--- src/rtl/fp_input_arbiter_pkg.sv ---
// ----------------------------------------------------------------------------
// fp_input_arbiter_pkg
// Shared constants for the FP-stage input arbiter: default packet width and
// the state encodings of the input (fill) and output (deliver) FSMs.
// ----------------------------------------------------------------------------
package fp_input_arbiter_pkg;

   localparam int unsigned FP_PACKET_SIZE = 62;

   // Input FSM: waiting for a grant / holding a producer acknowledge
   localparam logic       FPA_IN_IDLE  = 1'b0;
   localparam logic       FPA_IN_ACK   = 1'b1;

   // Output FSM: idle / Send_out raised / waiting for Ack_in to release
   localparam logic [1:0] FPA_OUT_IDLE = 2'd0;
   localparam logic [1:0] FPA_OUT_WAIT = 2'd1;
   localparam logic [1:0] FPA_OUT_REL  = 2'd2;

endpackage

--- src/rtl/fp_rr_pick.sv ---
// ----------------------------------------------------------------------------
// fp_rr_pick
// Combinational round-robin picker. Searches i_last+1, i_last+2, ... modulo
// N_REQ and returns the first requesting index.
//   i_req   : request vector, bit i = requester i
//   i_last  : index granted most recently
//   o_valid : at least one request present
//   o_idx   : winning index (0 when o_valid=0)
// ----------------------------------------------------------------------------
module fp_rr_pick #(
   parameter int unsigned N_REQ = 2,
   parameter int unsigned ID_W  = 1
) (
   input  logic [N_REQ-1:0] i_req,
   input  logic [ID_W-1:0]  i_last,
   output logic             o_valid,
   output logic [ID_W-1:0]  o_idx
);

   always_comb begin
      int unsigned cand;
      o_valid = 1'b0;
      o_idx   = '0;
      cand    = 0;
      // k = N_REQ wraps back to i_last itself, so it has lowest priority
      for (int unsigned k = 1; k <= N_REQ; k++) begin
         cand = (32'(i_last) + k) % N_REQ;
         if (!o_valid && i_req[cand]) begin
            o_valid = 1'b1;
            o_idx   = ID_W'(cand);
         end
      end
   end

endmodule

--- src/rtl/fp_input_arbiter.sv ---
// ----------------------------------------------------------------------------
// fp_input_arbiter
// N-way round-robin arbiter merging producer packet streams into the FP stage
// input through a one-entry buffer. Both sides use a Send/Ack four-phase
// handshake.
//   CP, MR     : clock, synchronous active-high reset
//   HOLD       : blocks new grants (transfers in progress complete)
//   Send_in    : per-producer request      Ack_out  : per-producer acknowledge
//   PACKET_IN  : producer i at [i*PKT_W +: PKT_W]
//   Send_out   : request to FP             Ack_in   : acknowledge from FP
//   PACKET_OUT : buffered packet           GRANT_ID : producer owning buffer
// ----------------------------------------------------------------------------
module fp_input_arbiter
   import fp_input_arbiter_pkg::*;
#(
   parameter int unsigned N_REQ = 2,
   parameter int unsigned PKT_W = FP_PACKET_SIZE,
   parameter int unsigned ID_W  = (N_REQ > 2) ? $clog2(N_REQ) : 1
) (
   input  logic                   CP,
   input  logic                   MR,
   input  logic                   HOLD,
   input  logic [N_REQ-1:0]       Send_in,
   input  logic [N_REQ*PKT_W-1:0] PACKET_IN,
   output logic [N_REQ-1:0]       Ack_out,
   output logic                   Send_out,
   input  logic                   Ack_in,
   output logic [PKT_W-1:0]       PACKET_OUT,
   output logic [ID_W-1:0]        GRANT_ID
);

   logic             r_in_st,  w_in_st_nxt;
   logic [1:0]       r_out_st, w_out_st_nxt;
   logic             r_full,   w_full_nxt;
   logic [PKT_W-1:0] r_buf,    w_buf_nxt;
   logic [ID_W-1:0]  r_gid,    w_gid_nxt;
   logic [ID_W-1:0]  r_last,   w_last_nxt;
   logic [N_REQ-1:0] r_ack,    w_ack_nxt;
   logic             r_send,   w_send_nxt;
   logic             w_fill, w_clear;
   logic             w_pick_valid;
   logic [ID_W-1:0]  w_pick_idx;

   fp_rr_pick #(
      .N_REQ (N_REQ),
      .ID_W  (ID_W)
   ) u_pick (
      .i_req   (Send_in),
      .i_last  (r_last),
      .o_valid (w_pick_valid),
      .o_idx   (w_pick_idx)
   );

   // Input FSM: grant only from the registered full flag, so a clear and a
   // fill can never land on the same edge.
   always_comb begin
      w_in_st_nxt = r_in_st;
      w_ack_nxt   = r_ack;
      w_buf_nxt   = r_buf;
      w_gid_nxt   = r_gid;
      w_last_nxt  = r_last;
      w_fill      = 1'b0;
      case (r_in_st)
         FPA_IN_IDLE: begin
            if (!r_full && !HOLD && w_pick_valid) begin
               w_fill                = 1'b1;
               w_buf_nxt             = PACKET_IN[32'(w_pick_idx)*PKT_W +: PKT_W];
               w_gid_nxt             = w_pick_idx;
               w_last_nxt            = w_pick_idx;
               w_ack_nxt             = '0;
               w_ack_nxt[w_pick_idx] = 1'b1;
               w_in_st_nxt           = FPA_IN_ACK;
            end
         end
         FPA_IN_ACK: begin
            // r_gid cannot change here: the next fill needs IN_IDLE
            if (!Send_in[r_gid]) begin
               w_ack_nxt   = '0;
               w_in_st_nxt = FPA_IN_IDLE;
            end
         end
         default: begin
            w_ack_nxt   = '0;
            w_in_st_nxt = FPA_IN_IDLE;
         end
      endcase
   end

   // Output FSM: a stale Ack_in blocks a new Send_out
   always_comb begin
      w_out_st_nxt = r_out_st;
      w_send_nxt   = r_send;
      w_clear      = 1'b0;
      case (r_out_st)
         FPA_OUT_IDLE: begin
            if (r_full && !Ack_in) begin
               w_send_nxt   = 1'b1;
               w_out_st_nxt = FPA_OUT_WAIT;
            end
         end
         FPA_OUT_WAIT: begin
            if (Ack_in) begin
               w_send_nxt   = 1'b0;
               w_clear      = 1'b1;
               w_out_st_nxt = FPA_OUT_REL;
            end
         end
         FPA_OUT_REL: begin
            if (!Ack_in) w_out_st_nxt = FPA_OUT_IDLE;
         end
         default: begin
            w_send_nxt   = 1'b0;
            w_out_st_nxt = FPA_OUT_IDLE;
         end
      endcase
   end

   always_comb begin
      w_full_nxt = r_full;
      if (w_fill)       w_full_nxt = 1'b1;
      else if (w_clear) w_full_nxt = 1'b0;
   end

   always_ff @(posedge CP) begin
      if (MR) begin
         r_in_st  <= FPA_IN_IDLE;
         r_out_st <= FPA_OUT_IDLE;
         r_full   <= 1'b0;
         r_buf    <= '0;
         r_gid    <= '0;
         r_last   <= ID_W'(N_REQ - 1);
         r_ack    <= '0;
         r_send   <= 1'b0;
      end else begin
         r_in_st  <= w_in_st_nxt;
         r_out_st <= w_out_st_nxt;
         r_full   <= w_full_nxt;
         r_buf    <= w_buf_nxt;
         r_gid    <= w_gid_nxt;
         r_last   <= w_last_nxt;
         r_ack    <= w_ack_nxt;
         r_send   <= w_send_nxt;
      end
   end

   assign Ack_out    = r_ack;
   assign Send_out   = r_send;
   assign PACKET_OUT = r_buf;
   assign GRANT_ID   = r_gid;

endmodule

--- config.mk ---
export PLATFORM = sky130hd
export DESIGN_NAME = fp_input_arbiter
export DESIGN_NICKNAME = d
export VERILOG_FILES = /design/src/rtl/fp_input_arbiter_pkg.sv /design/src/rtl/fp_rr_pick.sv /design/src/rtl/fp_input_arbiter.sv
export SDC_FILE = /design/constraint.sdc
export NUM_CORES = 1
export LEC_CHECK = 0
export CORE_ASPECT_RATIO = 1.4
export CORE_MARGIN = 2
export CORE_UTILIZATION = 39
export CTS_CLUSTER_SIZE = 25
export DETAILED_ROUTE_END_ITERATION = 10
export PLACE_DENSITY = 0.81
export SLEW_MARGIN = 10
export SYNTH_ARGS = -nofsm -noshare
export SYNTH_HDL_FRONTEND = slang
export SYNTH_SLANG_ARGS = --single-unit
--- constraint.sdc ---
create_clock -name CP -period 2.03 [get_ports CP]
set_input_delay 0.609 -clock CP [delete_from_list [all_inputs] [get_ports CP]]
set_output_delay 0.609 -clock CP [all_outputs]
set_load 0.1 [all_outputs]
==> results of run 1 <==
[cell usage after synthesis]
library cell  count
nor2b_1           2
or2_0             1
buf_2            13
or3_4             1
xnor2_1           1
nand2_1           4
a221o_1           8
a21bo_2           1
buf_4             3
nor2_1            5
buf_6             2
nor3_1            1
nor4b_4           1
nand2b_1          1
a2111oi_0         1
clkbuf_1         22
nor3_2            1
nor4b_1          16
a221o_2           9
a211oi_1         46
a21oi_2           1
o21ai_0           4
buf_1             5
a31o_2            2
mux2i_1          47
nor3b_1           1
a21oi_1          49
or2_2             1
dfxtp_1          71
o21bai_1         46
[worst register-to-register path, cell delays in order (launching register included)]
cell and delay, ns:
dfxtp_1 0.38, or3_4 0.45, buf_4 0.19, nor4b_1 0.33
a221o_1 0.20
[registers in the layout (all words and copies together) (netlist names)]
signal      flops
Send_out        1
PACKET_OUT     62
r_out_st        2
GRANT_ID        1
r_in_st         1
Ack_out         2
r_full          1
r_last          1
[kinds of logic after synthesis]
logic type | after synthesis
buffers and inverters | 45
muxes | 47
DFF | 71
and+or+nand+nor | 35
AOI/OAI and AO/OA | 167
xor gates and xnor gates | 1
[metal layers]
| metal | wire, µm | track usage (%) | share of wire [%] | vias to the layer above |
|---|---|---|---|---|
| met4 | 293 | 10.4 | 2.5 | 0 |
| li1 | - | - | - | 1770 |
| met3 | 864 | 6.10 | 7.4 | 21 |
| met5 | 0 | 0 | 0 | - |
| met1 | 4280 | 24.0 | 37 | 1722 |
| met2 | 6250 | 41.5 | 53 | 167 |
[worst paths after layout]
check | endpoint | slack, ns | cells past startpoint
worst min register to register | Send_out | 0.53 | 2
worst min-delay path | Send_out | 0.53 | 2
worst max register to register | PACKET_OUT[48] | 0.42 | 4
worst max-delay path | PACKET_OUT[48] | 0.02 | 5
[cell type report]
| class | instances | area, µm² |
|---|---|---|
| clock buffers | 14 | 254 |
| clock inverters | 1 | 5.00 |
| fillers | 627 | 2360 |
| multi-input cells | 250 | 1940 |
| flip-flops and latches | 71 | 1420 |
| well taps | 107 | 134 |
| repair buffers | 216 | 2820 |
[where the power goes]
part / leakage [nW] / total (mW) / switching, mW / internal, mW
Combinational: 1.92 / 2.22 / 1.30 / 0.924
Clock: 0.127 / 1.39 / 0.540 / 0.852
Sequential: 0.584 / 1.67 / 0.146 / 1.53
[metrics by stage]
step | setup TNS [ns] | worst slack (ns)
CTS | 0 | 0.0226
global placement | -6.56 | -0.177
finish | 0 | 0.0155
floorplan | 0 | 0.247
global route | -0.766 | -0.0730
detailed placement | -11.34 | -0.305
==> impl_metrics.json, run 1 <==
{
  "mostFrequentLayoutCells": "clkdlybuf4s50_1 (126), dfxtp_1 (71), buf_12 (71)",
  "drt_iter0_drc": 146,
  "slowest_delay_ns": 0.69,
  "avgViaCountPerCell": 5.58,
  "worstSetupEndpointType": "register",
  "totalWireLength_mm": 11.7,
  "rsz0062_at_grt": "true",
  "dieArea_um2": 9910,
  "core_region_area_um2": 8930,
  "startpoint_type": "input port",
  "syn_to_final_growth_pct": 84.7,
  "clk_pin_slew_ns": 0.05,
  "place_congestion": 0.838,
  "run_status": "completed",
  "synth_top_family_by_area": "compound AO/OA/AOI/OAI gates",
  "syn-num-nets": 496,
  "drt_first_pass_iters": 4,
  "htreeDepth": 3,
  "min_period_ns": 2.01,
  "cap_violations": 0,
  "post_drt_wl_per_cell_um": 17.7,
  "synth_top_area_cell": "dfxtp_1",
  "yosys_warnings": 0,
  "crit_path_cell_trace": "clkdlybuf4s50_1, buf_4, nor3_4, a21oi_2, a221o_1",
  "r2r-start": "r_full",
  "cts_tree": "done",
  "drc": 0,
  "grt_max_degree": 48,
  "fin_cells": 659,
  "postRouteAntennaNets": 0,
  "placedCellCount": 644,
  "root_buffer": "clkbuf_16",
  "slowest_stage": "a21oi_2",
  "synth.distinct_cells": 30,
  "yosysSeqAreaShare_pct": 40.0,
  "power.density_nw_per_um2": 805,
  "cts_setup_buffers": 0,
  "grt_util_all_layers_pct": 22.5,
  "cp-startpoint": "HOLD",
  "cts_sinks": 71,
  "dp_hpwl_mm": 8.88,
  "clock.fmax_mhz": 496,
  "cts-buffers-inserted": 9,
  "slew_viol_final": 0,
  "arrival_ns": 2.28,
  "cts_resized": 0,
  "total_power_mw": 5.29,
  "worst_pin_slew_ns": 0.844,
  "overflow": 0,
  "synth_compound_area_share_pct": 33.2,
  "num_rows": 41,
  "fin_crit_sh_pct": 99.2,
  "synth.mux.area_fraction_pct": 13.2,
  "clock_path_buffers": 2,
  "drive_above_1_share_pct": 21.6,
  "vias": 3680,
  "yosysTopAreaCellShare_pct": 40.0,
  "ctsHoldBuffers": 0,
  "setup_viol_count_final": 0,
  "initial_core_util_pct": 39.9,
  "syn_avg_cell_area_um2": 9.72,
  "synth_seq_cells": 71,
  "place_area_um2": 6310,
  "hp-class": "register to register",
  "first_global_vias": 3710,
  "die_h_um": 117,
  "yosys.area_share.simple_pct": 7.39,
  "final_area_um2": 6570,
  "worst-setup-path-type": "input port to register",
  "syn-cell-area_um2": 3560,
  "nets": 678,
  "relSlewSlack_pct": 43.7,
  "whs_ns": 0.528,
  "numPortBuffers": 195,
  "grt_pass1_wl_mm": 17.6,
  "worstPathMaxFanout": 18,
  "antenna_found_initial": 0,
  "ir_drop_uv": 569,
  "layout_commonest_cell": "clkdlybuf4s50_1",
  "synth_area_leaders": "dfxtp_1 (40%), mux2i_1 (13%), a211oi_1 (9.7%), o21bai_1 (9.7%), a21oi_1 (6.9%)",
  "synthAdderAreaFrac_pct": 0,
  "required_ns": 2.30,
  "min-delay-start": "Send_out",
  "io_pins": 196,
  "syn_inst": 366,
  "crit_buf_inv": 2,
  "antennaDiodeCount": 0,
  "clock_skew_ns": 0.00443,
  "hold_viol": 0,
  "die_x_um": 84.7,
  "synth-xor-area-share_pct": 0.246,
  "crit_family": "compound AO/OA/AOI/OAI gates",
  "p_leak_nw": 2.63,
  "clk_latency_ns": 0.33,
  "finish.utilization_pct": 73.6
}
(Power assumes the default switching activity.)
==> run 2, diff against run 1 <==
REMOVE_ABC_BUFFERS = 1   (was unset)
==> impl_metrics.json, run 2 (synthesis results as in run 1) <==
{
  "run_status": "completed",
  "power.share.clock_pct": 28.9,
  "cell_internal_pwr_mw": 3.47,
  "mostFrequentLayoutCells": "clkdlybuf4s50_1 (126), buf_12 (74), dfxtp_1 (71)",
  "min-delay-start": "Send_out",
  "whs_endpoint": "Send_out",
  "htreeDepth": 3,
  "drt_first_pass_iters": 4,
  "die_x_um": 84.7,
  "comb_power_share_pct": 40.7,
  "root_buffer": "clkbuf_16",
  "grt_pass1_wl_mm": 17.7,
  "hp-class": "register to register",
  "dieArea_um2": 9910,
  "required_ns": 2.25,
  "grt_util_all_layers_pct": 22.3,
  "worstHoldPathCells": 2,
  "arrival_ns": 2.17,
  "largest_reg_flops": 62,
  "core_region_area_um2": 8930,
  "worst-setup-path-type": "input port to register",
  "clock_skew_ns": 0.00976,
  "drt_iter0_drc": 197,
  "totalWireLength_mm": 11.4,
  "vias": 3607,
  "layout_commonest_cell": "clkdlybuf4s50_1",
  "worstPathMaxFanout": 38,
  "p_seq_share_pct": 30.4,
  "worst_pin_slew_ns": 0.526,
  "place_area_um2": 6320,
  "p_leak_nw": 2.65,
  "clk_pin_slew_ns": 0.06,
  "io_pins": 196,
  "slew_viol_final": 0,
  "startpoint_type": "input port",
  "place_congestion": 0.842,
  "power.density_nw_per_um2": 828,
  "clock.fmax_mhz": 514,
  "overflow": 0,
  "ir_drop_uv": 604,
  "clk_latency_ns": 0.32,
  "drive_above_1_share_pct": 22.0,
  "cap_violations": 0,
  "postRouteAntennaNets": 0,
  "antenna_found_initial": 0,
  "fin_crit_sh_pct": 95.8,
  "first_global_vias": 3544,
  "cts_sinks": 71,
  "r2r_cells": 4,
  "switching_power_mw": 2.02,
  "clock_path_buffers": 2,
  "avgViaCountPerCell": 5.50,
  "drc": 0,
  "ctsHoldBuffers": 0,
  "cts_tree": "done",
  "die_h_um": 117,
  "syn_to_final_growth_pct": 86.6,
  "relSlewSlack_pct": 64.9,
  "final_area_um2": 6640,
  "post_drt_wl_per_cell_um": 17.3,
  "antennaDiodeCount": 0,
  "total_power_mw": 5.50,
  "numPortBuffers": 195,
  "r2r-start": "r_full",
  "min_period_ns": 1.94,
  "dp_hpwl_mm": 8.32,
  "nets": 674,
  "switching_share_pct": 36.8,
  "cts-buffers-inserted": 9,
  "regToRegSetupSlack_ns": 0.47,
  "hold_viol": 0,
  "finish.utilization_pct": 74.4,
  "rsz0062_at_grt": "false",
  "worstSetupEndpointType": "register",
  "initial_core_util_pct": 39.9,
  "grt_max_degree": 52,
  "r2r-end": "PACKET_OUT[51]",
  "num_rows": 41,
  "setup_viol_count_final": 0
}
[run 2: power by group through the flow]
stage	sequential (mW)	combinational [mW]	clock, mW
6_report	1.67	2.24	1.59
5_1_grt	1.69	2.32	1.67
4_1_cts	1.67	2.24	1.61
3_5_place_dp	1.70	2.24	0
3_3_place_gp	1.69	2.20	0
2_1_floorplan	2.49	0.402	0
[run 2: layer usage]
metal	global-route usage (%)	up-vias	wire length, µm
met5	0	-	0
met2	40.9	156	5990
met1	25.2	1677	4400
li1	-	1760	-
met4	7.09	0	186
met3	6.17	14	794
[run 2: worst max-delay path by stage]
stage / startpoint / end / slack (ns) / cells after the start
after floorplan: HOLD / PACKET_OUT[52] / -2.54 / 3
after global placement: HOLD / PACKET_OUT[57] / -0.19 / 5
after detailed placement: HOLD / PACKET_OUT[54] / -0.27 / 5
after CTS: HOLD / PACKET_OUT[51] / 0.03 / 5
after global routing: HOLD / PACKET_OUT[8] / 0.007 / 7
final: HOLD / PACKET_OUT[14] / 0.09 / 7
[run 2: final cells by class]
class                   instances  area (µm²)
fillers                       625        2290
clock inverters                 5        56.3
multi-input cells             250        1950
flip-flops and latches         71        1420
clock buffers                  11         253
repair buffers                212        2830
well taps                     107         134
[run 2: worst max-delay path, cell delays in order]
cell and delay (ns):
clkdlybuf4s50_1 0.44, buf_4 0.16, nor3_4 0.20, buf_4 0.21
buf_12 0.20, a21oi_1 0.08, a211oi_1 0.25
[run 2: through the flow]
stage / hold slack [ns] / TNS, ns / cells / worst slack (ns)
global route: 0.564 / 0 / 656 / 0.00702
finish: 0.532 / 0 / 656 / 0.0858
CTS: 0.533 / 0 / 656 / 0.0348
detailed placement: 0.523 / -8.56 / 640 / -0.269
floorplan: 0.481 / -131.45 / 321 / -2.54
global placement: 0.515 / -4.83 / 640 / -0.188
[run 2: what timing repair did]
action | CTS | global route
gates resized for setup | 0 | 2
buffers inserted | 0 | 0
setup endpoints to repair | 0 | 18
==> run 3, diff against run 2 <==
SLEW_MARGIN = unset   (was 10)
==> results of run 3 <==
Final layout, timing and power as in run 2 (identical DEF).
